`src/rtl/ahb_sram_slave_pkg.sv`:
```
// Shared AHB-Lite encodings, FSM state type and size helpers for the SRAM slave.
package ahb_sram_slave_pkg;

  localparam logic [1:0] HTRANS_IDLE   = 2'b00;
  localparam logic [1:0] HTRANS_BUSY   = 2'b01;
  localparam logic [1:0] HTRANS_NONSEQ = 2'b10;
  localparam logic [1:0] HTRANS_SEQ    = 2'b11;

  localparam logic [2:0] HSIZE_BYTE  = 3'd0;
  localparam logic [2:0] HSIZE_HALF  = 3'd1;
  localparam logic [2:0] HSIZE_WORD  = 3'd2;
  localparam logic [2:0] HSIZE_DWORD = 3'd3;

  localparam logic HRESP_OKAY  = 1'b0;
  localparam logic HRESP_ERROR = 1'b1;

  typedef enum logic [2:0] {
    ST_IDLE,
    ST_WDATA,
    ST_RWAIT,
    ST_RDATA,
    ST_ERR1,
    ST_ERR2
  } state_t;

  // Low address bits that must be zero for a naturally aligned access of this size.
  function automatic logic [2:0] size_align_mask(input logic [2:0] size);
    case (size)
      HSIZE_BYTE: return 3'b000;
      HSIZE_HALF: return 3'b001;
      HSIZE_WORD: return 3'b011;
      default:    return 3'b111;
    endcase
  endfunction

endpackage

```
`src/rtl/ahb_sram_slave_if.sv`:
```
// AHB-Lite slave-side signal bundle for the SRAM scratchpad.
interface ahb_sram_slave_if #(
  parameter int DATA_WIDTH = 32
);
  logic                  HSEL;
  logic [31:0]           HADDR;
  logic                  HWRITE;
  logic [2:0]            HSIZE;
  logic [1:0]            HTRANS;
  logic                  HREADYin;
  logic [DATA_WIDTH-1:0] HWDATA;
  logic [DATA_WIDTH-1:0] HRDATA;
  logic                  HREADYout;
  logic                  HRESP;

  modport master (
    output HSEL, HADDR, HWRITE, HSIZE, HTRANS, HREADYin, HWDATA,
    input  HRDATA, HREADYout, HRESP
  );

  modport slave (
    input  HSEL, HADDR, HWRITE, HSIZE, HTRANS, HREADYin, HWDATA,
    output HRDATA, HREADYout, HRESP
  );
endinterface

```
`src/rtl/ahb_sram_slave_bank.sv`:
```
// Byte-enabled register array: one clocked write port, one asynchronous read port.
module ahb_sram_bank #(
  parameter int DATA_WIDTH = 32,
  parameter int MEM_WORDS  = 16,
  localparam int AW        = $clog2(MEM_WORDS),
  localparam int NBYTES    = DATA_WIDTH / 8
) (
  input  logic                  clk_i,
  input  logic                  we_i,
  input  logic [AW-1:0]         waddr_i,
  input  logic [NBYTES-1:0]     wstrb_i,
  input  logic [DATA_WIDTH-1:0] wdata_i,
  input  logic [AW-1:0]         raddr_i,
  output logic [DATA_WIDTH-1:0] rdata_o
);

  logic [DATA_WIDTH-1:0] mem_q [MEM_WORDS];

  // Array is deliberately not reset; contents survive HRESETn.
  always_ff @(posedge clk_i) begin
    if (we_i) begin
      for (int b = 0; b < NBYTES; b++) begin
        if (wstrb_i[b]) mem_q[waddr_i][b*8 +: 8] <= wdata_i[b*8 +: 8];
      end
    end
  end

  assign rdata_o = mem_q[raddr_i];

endmodule

```
`src/rtl/ahb_sram_slave.sv`:
```
// AHB-Lite SRAM slave: address-phase decode, legality checks, data-phase FSM.
//   state | meaning
//   IDLE  | no data phase pending
//   WDATA | write data phase, commits at its closing edge
//   RWAIT | read wait state, word captured (READ_WAIT=1 only)
//   RDATA | read data phase, HRDATA valid
//   ERR1  | first ERROR cycle, HREADYout low
//   ERR2  | second ERROR cycle, HREADYout high
module ahb_sram_slave
  import ahb_sram_slave_pkg::*;
#(
  parameter int DATA_WIDTH = 32,
  parameter int MEM_WORDS  = 16,
  parameter int READ_WAIT  = 0
) (
  input  logic             HCLK,
  input  logic             HRESETn,
  ahb_sram_slave_if.slave  bus
);

  localparam int NBYTES   = DATA_WIDTH / 8;
  localparam int ADDR_LSB = $clog2(NBYTES);
  localparam int AW       = $clog2(MEM_WORDS);

  state_t                state_q;
  logic                  hready_q;
  logic                  hresp_q;
  logic [AW-1:0]         addr_q;
  logic [NBYTES-1:0]     strb_q;
  logic [DATA_WIDTH-1:0] rdata_q;

  logic                  accept_d;
  logic                  legal_d;
  logic [AW-1:0]         addr_d;
  logic [NBYTES-1:0]     base_strb;
  logic [NBYTES-1:0]     strb_d;
  logic [DATA_WIDTH-1:0] bank_rdata;

  always_comb begin
    accept_d = bus.HSEL && bus.HREADYin &&
               (bus.HTRANS == HTRANS_NONSEQ || bus.HTRANS == HTRANS_SEQ);
    addr_d   = bus.HADDR[ADDR_LSB +: AW];
    case (bus.HSIZE)
      HSIZE_BYTE: base_strb = NBYTES'(1);
      HSIZE_HALF: base_strb = NBYTES'(3);
      HSIZE_WORD: base_strb = NBYTES'(15);
      default:    base_strb = '1;
    endcase
    strb_d   = base_strb << bus.HADDR[ADDR_LSB-1:0];
    // Any set bit above the memory window is an out-of-range access.
    legal_d  = (bus.HSIZE <= 3'(ADDR_LSB)) &&
               ((bus.HADDR[2:0] & size_align_mask(bus.HSIZE)) == 3'b000) &&
               (bus.HADDR[31:ADDR_LSB+AW] == '0);
  end

  always_ff @(posedge HCLK or negedge HRESETn) begin
    if (!HRESETn) begin
      state_q  <= ST_IDLE;
      hready_q <= 1'b1;
      hresp_q  <= HRESP_OKAY;
      addr_q   <= '0;
      strb_q   <= '0;
      rdata_q  <= '0;
    end else begin
      case (state_q)
        ST_RWAIT: begin
          state_q  <= ST_RDATA;
          hready_q <= 1'b1;
          hresp_q  <= HRESP_OKAY;
          rdata_q  <= bank_rdata;
        end
        ST_ERR1: begin
          state_q  <= ST_ERR2;
          hready_q <= 1'b1;
          hresp_q  <= HRESP_ERROR;
        end
        default: begin
          // Final ready cycle of any data phase: the next address phase may land here.
          state_q  <= ST_IDLE;
          hready_q <= 1'b1;
          hresp_q  <= HRESP_OKAY;
          if (accept_d) begin
            addr_q <= addr_d;
            strb_q <= strb_d;
            if (!legal_d) begin
              state_q  <= ST_ERR1;
              hready_q <= 1'b0;
              hresp_q  <= HRESP_ERROR;
            end else if (bus.HWRITE) begin
              state_q <= ST_WDATA;
            end else if (READ_WAIT != 0) begin
              state_q  <= ST_RWAIT;
              hready_q <= 1'b0;
            end else begin
              state_q <= ST_RDATA;
            end
          end
        end
      endcase
    end
  end

  ahb_sram_bank #(
    .DATA_WIDTH (DATA_WIDTH),
    .MEM_WORDS  (MEM_WORDS)
  ) u_bank (
    .clk_i   (HCLK),
    .we_i    (state_q == ST_WDATA),
    .waddr_i (addr_q),
    .wstrb_i (strb_q),
    .wdata_i (bus.HWDATA),
    .raddr_i (addr_q),
    .rdata_o (bank_rdata)
  );

  assign bus.HREADYout = hready_q;
  assign bus.HRESP     = hresp_q;
  assign bus.HRDATA    = (state_q != ST_RDATA) ? '0 :
                         (READ_WAIT != 0)      ? rdata_q : bank_rdata;

endmodule

```
`src/flat_wrapper.sv`:
```
// flat-port wrapper written by rule: the top's interface ports become plain ports
module ahb_sram_slave_flat import ahb_sram_slave_pkg::*;
#(
  parameter int DATA_WIDTH = 32,
  parameter int MEM_WORDS  = 16,
  parameter int READ_WAIT  = 0
)
  (HCLK, HRESETn, bus_HSEL, bus_HADDR, bus_HWRITE, bus_HSIZE, bus_HTRANS, bus_HREADYin, bus_HWDATA, bus_HRDATA, bus_HREADYout, bus_HRESP);
  ahb_sram_slave_if #(.DATA_WIDTH(DATA_WIDTH)) bus_i ();
  input  logic HCLK;
  input  logic HRESETn;
  input wire logic [$bits(bus_i.HSEL)-1:0] bus_HSEL;
  input wire logic [$bits(bus_i.HADDR)-1:0] bus_HADDR;
  input wire logic [$bits(bus_i.HWRITE)-1:0] bus_HWRITE;
  input wire logic [$bits(bus_i.HSIZE)-1:0] bus_HSIZE;
  input wire logic [$bits(bus_i.HTRANS)-1:0] bus_HTRANS;
  input wire logic [$bits(bus_i.HREADYin)-1:0] bus_HREADYin;
  input wire logic [$bits(bus_i.HWDATA)-1:0] bus_HWDATA;
  output wire logic [$bits(bus_i.HRDATA)-1:0] bus_HRDATA;
  output wire logic [$bits(bus_i.HREADYout)-1:0] bus_HREADYout;
  output wire logic [$bits(bus_i.HRESP)-1:0] bus_HRESP;
  assign bus_i.HSEL = bus_HSEL;
  assign bus_i.HADDR = bus_HADDR;
  assign bus_i.HWRITE = bus_HWRITE;
  assign bus_i.HSIZE = bus_HSIZE;
  assign bus_i.HTRANS = bus_HTRANS;
  assign bus_i.HREADYin = bus_HREADYin;
  assign bus_i.HWDATA = bus_HWDATA;
  assign bus_HRDATA = bus_i.HRDATA;
  assign bus_HREADYout = bus_i.HREADYout;
  assign bus_HRESP = bus_i.HRESP;
  ahb_sram_slave #(.DATA_WIDTH(DATA_WIDTH), .MEM_WORDS(MEM_WORDS), .READ_WAIT(READ_WAIT)) u_core (.HCLK(HCLK), .HRESETn(HRESETn), .bus(bus_i));
endmodule
```
`config.mk`:
```
export PLATFORM = sky130hd
export DESIGN_NAME = ahb_sram_slave_flat
export DESIGN_NICKNAME = d
export VERILOG_FILES = /design/src/rtl/ahb_sram_slave_pkg.sv /design/src/rtl/ahb_sram_slave_if.sv /design/src/rtl/ahb_sram_slave_bank.sv /design/src/rtl/ahb_sram_slave.sv /design/src/flat_wrapper.sv
export SDC_FILE = /design/constraint.sdc
export NUM_CORES = 1
export LEC_CHECK = 0
export ABC_AREA = 1
export CAP_MARGIN = 10
export CORE_MARGIN = 2
export CORE_UTILIZATION = 65
export DETAILED_ROUTE_END_ITERATION = 12
export DONT_BUFFER_PORTS = 1
export PLACE_DENSITY_LB_ADDON = 0.12
export SLEW_MARGIN = 20
export SYNTH_ARGS = -nofsm -noshare
export SYNTH_HDL_FRONTEND = slang
export SYNTH_SLANG_ARGS = --single-unit
```
`constraint.sdc`:
```
create_clock -name HCLK -period 2.9 [get_ports HCLK]
set_input_delay 0.58 -clock HCLK [delete_from_list [all_inputs] [get_ports HCLK]]
set_output_delay 0.58 -clock HCLK [all_outputs]
set_load 0.005 [all_outputs]
```
==> run metrics <==
master of the slowest instance on the critical path sky130_fd_sc_hd__dfrtp_4; via count of the first global-routing pass approximately 15000; number of DRC violations after detailed routing 0; synthesized instance count ~2200; count of TritonRoute iterations in the first routing pass 7; count of nets after finishing between 2000 and 2500; number of antenna violations at the first check in global routing 0; number of DRC markers after the initial detailed-route iteration approximately 1500; run status finished, final reports clean; overall routing resource usage 28.52%; share of post-route cells with drive strength above 1 8.517%; WP data arrival 2.25 ns; global-route wire length before repair 77490 um; flop and latch count out of synthesis 524; Worst Path Class, Setup flip-flop to output pin; number of standard cells in the layout, taps in and fillers out between 2000 and 3000; Setup crit end kind output pin; CTS tree built; worst min-delay path category input port to flip-flop; final worst setup slack 0.06783 ns; shortest clock period the worst path allows after layout approximately 2.8 ns; total congestion overflow 0; total wirelength of the detailed-routed design 52720 um; Total Power Consumption around 22 mW; effective utilization at floorplan approximately two thirds; clock edge transition at the registers on the reported setup and hold paths about 0.07 ns; Avg Vias per Cell between 5 and 6; total number of H-tree levels 2; Max Fclk roughly 350 MHz; count of nets left with antenna violations after detail routing 0; Post-Place Setup Slack approximately 0.46 ns; maximum clock skew at final layout 0.01132 ns; power density over the cells slightly below 900 nW/um^2; sort of element at the start of the critical path flip-flop; most used cell, CP sky130_fd_sc_hd__nand2_1; number of max-slew violations in the final report 0; area inside the core boundary about 34000 um^2; TritonCTS Buffers 51; Tcrit/Tclk final 97.66%; maximum single-stage delay on the critical path between 0.6 and 0.7 ns; Relative slew margins roughly three fifths; maximum net fanout on the critical path 25; hold slack final ~0.11 ns; clock insertion delay at the later pin of the skew report between 0.5 and 0.6 ns; data required time at the worst endpoint roughly 2.3 ns; Die H between 150 and 200 um; Port Buffer Count 0; cell at the root of the clock tree sky130_fd_sc_hd__clkbuf_16; half-perimeter wire length after placement roughly 28000 um; horizontal extent of the die about 190 um; Synth Area per Inst approximately 10 um^2; final RePlAce weighted congestion approximately 0.8; Worst IR Drop VDD around 930 uV; full die area ~36000 um^2; total number of vias about 15000; unique cell type count in the Yosys netlist 22; sink count of the clock tree between 500 and 600; routed len/inst roughly 19 um; layout-stage area growth over the synthesis result 12.59%; number of maximum-capacitance constraint violations 0; cell-by-cell trace of the critical path buf_4 > buf_8 > nand2_1 > nand2_1 > nand2_1 > nand2_1 > nand2_1 > nand2_1 > nor2_1 > nor2_1; buffer depth of the longest clock path 3; setup violators final 0; summed instance area of the synthesized netlist between 20000 and 25000 um^2; Leakage around 10 nW; synthesized netlist net count 2284; Tightest Pin Transition 0.5867 ns; placement row count 67; Hold Vio Cnt, Final 0; number of top-level pins about 110; pin count of the biggest net entering global routing roughly 100; Antenna diodes 0; fraction of the yosys area taken by sequential cells between 70% and 80%; warnings from Yosys 0; cell count after placement about 2600
## cell type report
| cell class | instances | area (um^2) |
|---|---|---|
| Clock buffer | 70 | 1440 |
| Clock inverter | 24 | 181.4 |
| Fill cell | 2200 | 8528 |
| Inverter | 14 | 85.08 |
| Multi-Input combinational cell | 1567 | 5952 |
| Sequential cell | 524 | 15680 |
| Tap cell | 448 | 560.5 |
| Timing Repair Buffer | 111 | 1142 |
| Timing Repair inverter | 3 | 42.54 |
## routing by layer
metal	wire length, um	track usage, %	part of all wire (%)	up-vias
met3	4486	4.374	8.5	129
met2	25350	46.46	48	680
met5	0	0	0	-
li1	-	-	-	7245
met4	1897	11.93	3.6	0
met1	20990	38.93	40	7275
## state kept, by name, summed over array words and instances, names as in the netlist
name                  flops
u_core.state_q            2
u_core.bus.HREADYout      1
u_core.u_bank.mem_q     512
u_core.strb_q             4
u_core.addr_q             4
u_core.bus.HRESP          1
## Yosys cell counts (all sizes together)
library cell	number	area [um^2]
nor3	2	10.01
nand3	5	25.02
and3	1	6.260
edfxtp	512	15370
dfstp	1	26.28
a21oi	1	5.000
dfrtp	11	275.3
o21ai	10	50.05
nor2	153	584.3
clkinv	1	3.750
clkbuf	14	52.55
nand3b	1	7.510
inv	13	51.30
o211ai	1	7.510
nand4	1	6.260
nand2	1392	5225
buf	91	571.8
## power breakdown
group	switching [mW]	total (mW)	internal (mW)
combinational	4.72	6.90	2.17
clock	2.65	6.37	3.72
sequential	0.145	8.67	8.52
## what timing repair did
item | in CTS | in global routing
gates resized for setup | 4 | 12
endpoints found under the setup margin | 30 | 32
pin swaps | 0 | 2
endpoints found under the hold margin | 12 | 0
setup buffers | 0 | 10
cloned | 2 | 8
hold buffers | 1 | 0
## cell families after synthesis
logic type	count (synthesis)	share of synthesized area, %
compound gates	12	0.2808
flops	524	70.35
buf+inv	119	3.049
simple gates	1555	26.32
## worst max-delay path, delay by kind of cell (launching register included)
kind / cells / cell delay [ns]
buf+inv: 2 / 0.45
flops: 1 / 0.62
simple gates: 8 / 0.60
## final timing paths
check / startpoint / endpoint / slack (ns) / depth (start not counted)
worst max-delay path: u_core.addr_q[0] / bus_HRDATA[7] / 0.07 / 10
worst min-delay path: bus_HWDATA[0] / u_core.u_bank.mem_q[12][0] / 0.11 / 0
worst max register to register: u_core.addr_q[0] / u_core.u_bank.mem_q[0][23] / 0.64 / 6
worst min register to register: u_core.strb_q[1] / u_core.strb_q[1] / 0.50 / 2
max in group asynchronous: HRESETn / u_core.addr_q[0] / 2.05 / 1
min in group asynchronous: HRESETn / u_core.strb_q[3] / 0.44 / 1
## metrics by stage
step	setup TNS (ns)	instance area [um^2]	util [%]
final	0	25090	74.63
after detailed placement	0	23120	68.77
after global routing	-0.05357	25090	74.63
after floorplan	0	22280	-
after CTS	-0.2402	24810	73.82
after global placement	0	23120	68.77
## layout by cell type, fill, tap and decap left out, types with 3 or more instances in the layout
master / count
sky130_fd_sc_hd__nand2_1: 1392
sky130_fd_sc_hd__edfxtp_1: 512
sky130_fd_sc_hd__nor2_1: 147
sky130_fd_sc_hd__buf_4: 86
sky130_fd_sc_hd__clkbuf_16: 57
sky130_fd_sc_hd__clkbuf_1: 12
sky130_fd_sc_hd__buf_12: 12
sky130_fd_sc_hd__inv_1: 11
sky130_fd_sc_hd__clkinv_1: 11
sky130_fd_sc_hd__o21ai_0: 10
sky130_fd_sc_hd__clkinv_2: 10
sky130_fd_sc_hd__dfrtp_1: 9
sky130_fd_sc_hd__clkbuf_8: 5
sky130_fd_sc_hd__nand3_1: 4
sky130_fd_sc_hd__nor2_4: 3
sky130_fd_sc_hd__nor2_2: 3
sky130_fd_sc_hd__bufinv_16: 3
sky130_fd_sc_hd__buf_16: 3
sky130_fd_sc_hd__buf_6: 3
No activity file was read; power rests on OpenSTA's default activity.
